**src/rtl/rob_param.sv**
```systemverilog
// ============================================================================
// Module   : rob_param
// Purpose  : Parameterised in-order-commit reorder buffer with operand
//            lookup and bypass, branch flush and a blocking store handshake.
// Revision : 1.0  initial release
// ============================================================================
`default_nettype none

module rob_param #(
    parameter int DEPTH    = 16,
    parameter int DATA_W   = 32,
    parameter int ADDR_W   = 32,
    parameter int REG_W    = 5,
    parameter int WB_PORTS = 2,
    parameter int IDX_W    = $clog2(DEPTH)
) (
    input  logic                         clk_in,
    input  logic                         rst_n_in,
    input  logic                         rdy_in,
    input  logic                         alloc_en_in,
    input  logic [1:0]                   alloc_type_in,
    input  logic [REG_W-1:0]             alloc_dest_in,
    input  logic [ADDR_W-1:0]            alloc_pc_in,
    input  logic                         alloc_pred_in,
    input  logic [1:0]                   alloc_width_in,
    output logic                         alloc_ready_out,
    output logic [IDX_W-1:0]             alloc_tag_out,
    input  logic [WB_PORTS-1:0]          wb_en_in,
    input  logic [WB_PORTS*IDX_W-1:0]    wb_tag_in,
    input  logic [WB_PORTS*DATA_W-1:0]   wb_value_in,
    input  logic [WB_PORTS*ADDR_W-1:0]   wb_addr_in,
    input  logic [WB_PORTS-1:0]          wb_taken_in,
    input  logic [IDX_W-1:0]             qa_tag_in,
    input  logic [IDX_W-1:0]             qb_tag_in,
    output logic                         qa_ready_out,
    output logic                         qb_ready_out,
    output logic [DATA_W-1:0]            qa_value_out,
    output logic [DATA_W-1:0]            qb_value_out,
    output logic                         rf_en_out,
    output logic [REG_W-1:0]             rf_dest_out,
    output logic [DATA_W-1:0]            rf_value_out,
    output logic [IDX_W-1:0]             rf_tag_out,
    output logic                         bp_en_out,
    output logic                         bp_correct_out,
    output logic [ADDR_W-1:0]            bp_pc_out,
    output logic                         flush_out,
    output logic [ADDR_W-1:0]            flush_pc_out,
    output logic                         st_req_out,
    output logic [ADDR_W-1:0]            st_addr_out,
    output logic [DATA_W-1:0]            st_data_out,
    output logic [1:0]                   st_width_out,
    input  logic                         st_ack_in,
    output logic [IDX_W:0]               count_out
);

    localparam logic [IDX_W:0]   C_DEPTH    = (IDX_W+1)'(DEPTH);
    localparam logic [IDX_W:0]   C_CNT_ONE  = (IDX_W+1)'(1);
    localparam logic [IDX_W-1:0] C_IDX_ONE  = IDX_W'(1);
    localparam logic [1:0]       C_T_BRANCH = 2'd1;
    localparam logic [1:0]       C_T_STORE  = 2'd2;

    typedef enum logic [0:0] {
        IDLE    = 1'b0,
        ST_WAIT = 1'b1
    } st_state_t;

    st_state_t r_state;
    st_state_t w_state_nxt;

    logic [DEPTH-1:0]  r_busy;
    logic [DEPTH-1:0]  r_ready;
    logic [DEPTH-1:0]  r_pred;
    logic [DEPTH-1:0]  r_taken;
    logic [1:0]        r_type  [DEPTH];
    logic [REG_W-1:0]  r_dest  [DEPTH];
    logic [ADDR_W-1:0] r_pc    [DEPTH];
    logic [1:0]        r_width [DEPTH];
    logic [DATA_W-1:0] r_value [DEPTH];
    logic [ADDR_W-1:0] r_addr  [DEPTH];

    logic [IDX_W-1:0]  r_head;
    logic [IDX_W-1:0]  r_tail;
    logic [IDX_W:0]    r_count;

    logic [IDX_W-1:0]  w_wb_tag   [WB_PORTS];
    logic [DATA_W-1:0] w_wb_value [WB_PORTS];
    logic [ADDR_W-1:0] w_wb_addr  [WB_PORTS];
    logic [WB_PORTS-1:0] w_wb_hit;

    logic w_head_valid;
    logic w_commit_alu;
    logic w_commit_br;
    logic w_store_start;
    logic w_store_done;
    logic w_mispredict_now;
    logic w_retire;
    logic w_alloc_fire;

    generate
        for (genvar g = 0; g < WB_PORTS; g++) begin : g_wb_unpack
            assign w_wb_tag[g]   = wb_tag_in[g*IDX_W +: IDX_W];
            assign w_wb_value[g] = wb_value_in[g*DATA_W +: DATA_W];
            assign w_wb_addr[g]  = wb_addr_in[g*ADDR_W +: ADDR_W];
            // Writebacks to idle entries, or during a stall, are dropped.
            assign w_wb_hit[g]   = rdy_in & wb_en_in[g] & r_busy[w_wb_tag[g]];
        end
    endgenerate

    assign w_head_valid = r_busy[r_head] & r_ready[r_head];

    always_comb begin
        w_state_nxt   = r_state;
        w_commit_alu  = 1'b0;
        w_commit_br   = 1'b0;
        w_store_start = 1'b0;
        w_store_done  = 1'b0;
        if (rdy_in) begin
            case (r_state)
                IDLE: begin
                    if (w_head_valid) begin
                        case (r_type[r_head])
                            C_T_BRANCH: w_commit_br = 1'b1;
                            C_T_STORE: begin
                                w_store_start = 1'b1;
                                w_state_nxt   = ST_WAIT;
                            end
                            default:    w_commit_alu = 1'b1;
                        endcase
                    end
                end
                ST_WAIT: begin
                    if (st_ack_in) begin
                        w_store_done = 1'b1;
                        w_state_nxt  = IDLE;
                    end
                end
                default: w_state_nxt = IDLE;
            endcase
        end
    end

    assign w_mispredict_now = w_commit_br & (r_pred[r_head] != r_taken[r_head]);
    assign w_retire         = w_commit_alu | (w_commit_br & ~w_mispredict_now) | w_store_done;

    assign alloc_ready_out = (r_count < C_DEPTH) & ~w_mispredict_now;
    assign alloc_tag_out   = r_tail;
    assign w_alloc_fire    = rdy_in & alloc_en_in & alloc_ready_out;
    assign count_out       = r_count;

    always_comb begin
        qa_ready_out = r_busy[qa_tag_in] & r_ready[qa_tag_in];
        qa_value_out = r_value[qa_tag_in];
        for (int p = 0; p < WB_PORTS; p++) begin
            if (w_wb_hit[p] && (w_wb_tag[p] == qa_tag_in)) begin
                qa_ready_out = 1'b1;
                qa_value_out = w_wb_value[p];
            end
        end
    end

    always_comb begin
        qb_ready_out = r_busy[qb_tag_in] & r_ready[qb_tag_in];
        qb_value_out = r_value[qb_tag_in];
        for (int p = 0; p < WB_PORTS; p++) begin
            if (w_wb_hit[p] && (w_wb_tag[p] == qb_tag_in)) begin
                qb_ready_out = 1'b1;
                qb_value_out = w_wb_value[p];
            end
        end
    end

    // Control state, status bits and all registered outputs.
    always_ff @(posedge clk_in or negedge rst_n_in) begin
        if (!rst_n_in) begin
            r_state        <= IDLE;
            r_head         <= '0;
            r_tail         <= '0;
            r_count        <= '0;
            r_busy         <= '0;
            r_ready        <= '0;
            rf_en_out      <= 1'b0;
            rf_dest_out    <= '0;
            rf_value_out   <= '0;
            rf_tag_out     <= '0;
            bp_en_out      <= 1'b0;
            bp_correct_out <= 1'b0;
            bp_pc_out      <= '0;
            flush_out      <= 1'b0;
            flush_pc_out   <= '0;
            st_req_out     <= 1'b0;
            st_addr_out    <= '0;
            st_data_out    <= '0;
            st_width_out   <= 2'd0;
        end else begin
            rf_en_out <= 1'b0;
            bp_en_out <= 1'b0;
            flush_out <= 1'b0;
            if (rdy_in) begin
                r_state <= w_state_nxt;

                for (int p = 0; p < WB_PORTS; p++) begin
                    if (w_wb_hit[p]) begin
                        r_ready[w_wb_tag[p]] <= 1'b1;
                    end
                end

                if (w_alloc_fire) begin
                    r_busy[r_tail]  <= 1'b1;
                    r_ready[r_tail] <= 1'b0;
                    r_tail          <= r_tail + C_IDX_ONE;
                end

                if (w_commit_alu) begin
                    rf_en_out    <= 1'b1;
                    rf_dest_out  <= r_dest[r_head];
                    rf_value_out <= r_value[r_head];
                    rf_tag_out   <= r_head;
                end

                if (w_commit_br) begin
                    bp_en_out      <= 1'b1;
                    bp_correct_out <= ~w_mispredict_now;
                    bp_pc_out      <= r_pc[r_head];
                end

                if (w_store_start) begin
                    st_req_out   <= 1'b1;
                    st_addr_out  <= r_addr[r_head];
                    st_data_out  <= r_value[r_head];
                    st_width_out <= r_width[r_head];
                end

                if (w_store_done) begin
                    st_req_out <= 1'b0;
                end

                if (w_retire) begin
                    r_busy[r_head] <= 1'b0;
                    r_head         <= r_head + C_IDX_ONE;
                end

                case ({w_alloc_fire, w_retire})
                    2'b10:   r_count <= r_count + C_CNT_ONE;
                    2'b01:   r_count <= r_count - C_CNT_ONE;
                    default: r_count <= r_count;
                endcase

                // A mispredict discards every younger entry; it overrides the updates above.
                if (w_mispredict_now) begin
                    flush_out    <= 1'b1;
                    flush_pc_out <= r_addr[r_head];
                    r_busy       <= '0;
                    r_head       <= '0;
                    r_tail       <= '0;
                    r_count      <= '0;
                end
            end
        end
    end

    // Entry payload needs no reset: it is only read while the busy bit is set.
    always_ff @(posedge clk_in) begin
        if (rdy_in) begin
            for (int p = 0; p < WB_PORTS; p++) begin
                if (w_wb_hit[p]) begin
                    r_value[w_wb_tag[p]] <= w_wb_value[p];
                    r_addr[w_wb_tag[p]]  <= w_wb_addr[p];
                    r_taken[w_wb_tag[p]] <= wb_taken_in[p];
                end
            end
            if (w_alloc_fire) begin
                r_type[r_tail]  <= alloc_type_in;
                r_dest[r_tail]  <= alloc_dest_in;
                r_pc[r_tail]    <= alloc_pc_in;
                r_pred[r_tail]  <= alloc_pred_in;
                r_width[r_tail] <= alloc_width_in;
            end
        end
    end

endmodule

`default_nettype wire

```
**config.mk**
```make
export PLATFORM = sky130hd
export DESIGN_NAME = rob_param
export DESIGN_NICKNAME = d
export VERILOG_FILES = /design/src/rtl/rob_param.sv
export SDC_FILE = /design/constraint.sdc
export NUM_CORES = 2
export LEC_CHECK = 0
export CORE_MARGIN = 2
export CORE_UTILIZATION = 45
export CTS_CLUSTER_SIZE = 40
export DETAILED_ROUTE_END_ITERATION = 16
export PLACE_DENSITY = 0.62
export SLEW_MARGIN = 25
export SYNTH_ARGS = -nofsm -noshare
export SYNTH_HDL_FRONTEND = slang
export SYNTH_SLANG_ARGS = --single-unit
```
**constraint.sdc**
```tcl
create_clock -name clk_in -period 18.8 [get_ports clk_in]
set_clock_uncertainty 0.15 [all_clocks]
set_input_delay 3.76 -clock clk_in [delete_from_list [all_inputs] [get_ports clk_in]]
set_output_delay 3.76 -clock clk_in [all_outputs]
set_load 0.01 [all_outputs]
```
==> results.cfg <==
[outcome]
status = complete, no violations

[yosys]
area_fraction_in_compound_gates_after_synthesis = 0.0102
async_flop_share = 0.115
synth.mux.area_fraction = 0.351
synthesis.nets = 5312
post_synth_xor_area_fraction = 0.00217
synth_seq_area_share = 0.592
synth_top_family_by_area = multiplexers
synthAdderAreaFrac = 0.00190
ys_ff_latch = 1934
yosysWarningCount = 0
netlist_area_mm2 = 0.0962
synth_top_flop_cell = sky130_fd_sc_hd__edfxtp_1
simple_gate_area_share_of_the_yosys_netlist = 0.0158
yosys.cell_types.count = 56
syn-instance-count = 5103
synth_area_per_cell_um2 = 18.9
post_synth_edffs = 1712

[placed_design]
buffer_ports.inserted = 446
place.detailed.instances = 7979
globalplace.congestion = 0.800
placement.cell_area_mm2 = 0.103
hpwlAfterDp_mm = 155

[global_route]
groute.usage.overall = 0.270
m2_gr_usage = 0.439
total_overflow_reported_by_the_global_router = 0
maximum_number_of_pins_on_one_net_before_global_route_repair = 149
grt_busiest_layer = met2
global_route.usage.met3 = 0.0481
first_pass_grt_wire_length_mm = 417
globalRouteMet1Util = 0.370
grt_antenna_before_repair = 47
grt_pass1_vias = 55200

[clock_network]
clock_path_buffers = 3
cts.reportedPaths.clkPinSlew_ns = 0.05
cts-htree-levels = 4
latest_clock_arrival_within_the_worst_skew_pair_ns = 0.87
root_buffer = sky130_fd_sc_hd__clkbuf_16
cts_post_setup_buffers_inserted = 0
cts.repair.resized = 0
tritoncts = built
tritoncts_num_sinks = 1934
postCtsHoldBufs = 0
numCtsBuffers = 209

[die]
io_pins = 447
fp.dieArea_mm2 = 0.217
die_h_um = 466
initial_core_utilization = 0.453
rows = 169
floorplan.core_area_mm2 = 0.212
die_width_um = 466

[timing]
worst_slew_margin_rel = 0.253
timing.final.setup_violations = 0
time_the_worst_path_needs_with_i_o_delays_and_setup_ns = 11.87
setup_tns_ns = 0
clock.fmax_mhz = 84.3
worst_hold_check_slack_ns = 0.325
final_min_period_over_clock_period = 0.631
hold_violations = 0
worstMarginPinSlew_ns = 1.12
grt_setup_unrepaired = no
slew_violations = 0

[power]
power.ir.vdd_worst_uv = 94.5
p_total_mw = 9.42
pwr_density_cell_mw_per_mm2 = 85.5
static-leakage-power_nw = 36.8

[critical_path]
setup.worst_path.class = input pin to output port
worst_setup_path_startpoint = qa_tag_in[0]
cp_launch_type = input pin
worstRegToRegCells = 20
end_kind = output port
critPathArrivalTime_ns = 7.96
worstReg2RegStart = r_head[0]$_DFFE_PN0P_
crit_required_ns = 14.89
crit_fanout = 52

[detailed_routing]
drt-pass1-iter-count = 5
routedWlPerCell_um = 35.1
ant_nets = 0
wirelength_mm = 295
route.detailed.drc = 0
initialDrtViolationCount = 6278
viasPerCell = 6.42
dr_total_vias = 53900

[hold_path]
whs_path_depth = 2
hold_path_startpoint = flush_pc_out[13]$_DFFE_PN0P_
hold_wc_path_type = register to register

[layout]
final_layout_size_suffix_gt1_frac = 0.440
layout.cells.most_common = sky130_fd_sc_hd__edfxtp_1
layout_common_cells = sky130_fd_sc_hd__edfxtp_1 (1712), sky130_fd_sc_hd__mux2_2 (1034), sky130_fd_sc_hd__mux4_2 (880)
finish.net_count = 5578
post-route-cell-area_mm2 = 0.110
post_layout_nonfiller_instances = 8390
signed_area_change_from_the_synthesized_netlist_to_the_final_layout_pct = 14.6

[run]
cap_viol_max_count = 0
==> registers in the layout, summed over array words and instances (netlist names), 32 cells and up <==
register and count:
r_type 32, r_dest 80, r_value 512, bp_pc_out 32, rf_value_out 32, st_addr_out 32
r_pc 512, st_data_out 32, r_width 32, flush_pc_out 32, r_addr 512
==> synthesized netlist by cell type, types with 8 or more instances <==
cell	number	area (um^2)
sky130_fd_sc_hd__edfxtp_1	1712	51400
sky130_fd_sc_hd__buf_6	54	608
sky130_fd_sc_hd__clkbuf_1	281	1050
sky130_fd_sc_hd__a21oi_1	14	70.1
sky130_fd_sc_hd__mux2i_1	81	811
sky130_fd_sc_hd__o21ba_1	8	80.1
sky130_fd_sc_hd__xor2_1	18	158
sky130_fd_sc_hd__nor2b_1	13	81.3
sky130_fd_sc_hd__dfrtp_1	222	5560
sky130_fd_sc_hd__o221a_2	16	180
sky130_fd_sc_hd__nand2b_1	10	62.6
sky130_fd_sc_hd__and3_1	13	81.3
sky130_fd_sc_hd__ha_1	13	163
sky130_fd_sc_hd__o21ai_0	75	375
sky130_fd_sc_hd__mux2_2	1034	11600
sky130_fd_sc_hd__buf_1	56	210
sky130_fd_sc_hd__mux4_2	880	19800
sky130_fd_sc_hd__nor2_1	48	180
sky130_fd_sc_hd__buf_4	30	225
sky130_fd_sc_hd__inv_1	12	45.0
sky130_fd_sc_hd__buf_2	78	390
sky130_fd_sc_hd__mux2_1	132	1490
sky130_fd_sc_hd__nand2_1	216	811
==> final timing paths <==
path | slack, ns | end
setup / recovery | 6.93 | qa_value_out[14]
hold / removal | 0.33 | flush_pc_out[13]$_DFFE_PN0P_
setup reg to reg | 11.63 | count_out[4]$_DFFE_PN0P_
hold reg to reg | 0.33 | flush_pc_out[13]$_DFFE_PN0P_
max in group asynchronous | 13.85 | rf_value_out[10]$_DFFE_PN0P_
min in group asynchronous | 2.73 | bp_pc_out[10]$_DFFE_PN0P_
==> stage by stage <==
| stage | setup slack [ns] | util |
|---|---|---|
| detailed placement | 6.85 | 0.485 |
| global placement | 6.85 | 0.485 |
| finish | 6.93 | 0.519 |
| floorplan | 8.35 | - |
| global route | 6.57 | 0.519 |
| CTS | 6.86 | 0.519 |
==> report_power, final <==
group          switching, mW  total, mW  internal (mW)
clock network           1.78       4.28           2.50
registers           0.000977       4.68           4.68
logic                  0.240      0.460          0.220
==> cell type report <==
class	instances	area (um^2)
clock inverter	119	1490
timing repair buffer	556	5380
multi-input combinational	2654	37100
sequential	1934	57000
tap	2821	3530
clock buffer	273	5690
fill	17100	102000
inverter	14	52.6
antenna	19	47.5
==> worst max-delay path, cell delays in order <==
cell                              delay [ns]
sky130_fd_sc_hd__buf_8                  0.48
sky130_fd_sc_hd__buf_4                  0.81
sky130_fd_sc_hd__buf_4                  0.75
sky130_fd_sc_hd__mux4_2                 0.60
sky130_fd_sc_hd__mux4_2                 0.53
sky130_fd_sc_hd__mux2i_1                0.17
sky130_fd_sc_hd__o21ai_0                0.11
sky130_fd_sc_hd__clkdlybuf4s50_1        0.53
==> layer usage <==
layer | share of wire | wire (um)
met4 | 0.032 | 9310
met3 | 0.078 | 23000
met2 | 0.49 | 144000
met5 | 0.00068 | 200
met1 | 0.40 | 118000
==> kinds of logic (layout without fill, tap and decap cells) <==
family,Yosys count,after routing
adders and majority gates,14,14
muxes,2128,2128
xor gates and xnor gates,23,23
and+or+nand+nor,343,343
AOI/OAI and AO/OA,146,146
DFF,1934,1934
buffers and inverters,515,962
other,0,19
Note: power is estimated with default switching activity, not from simulation.
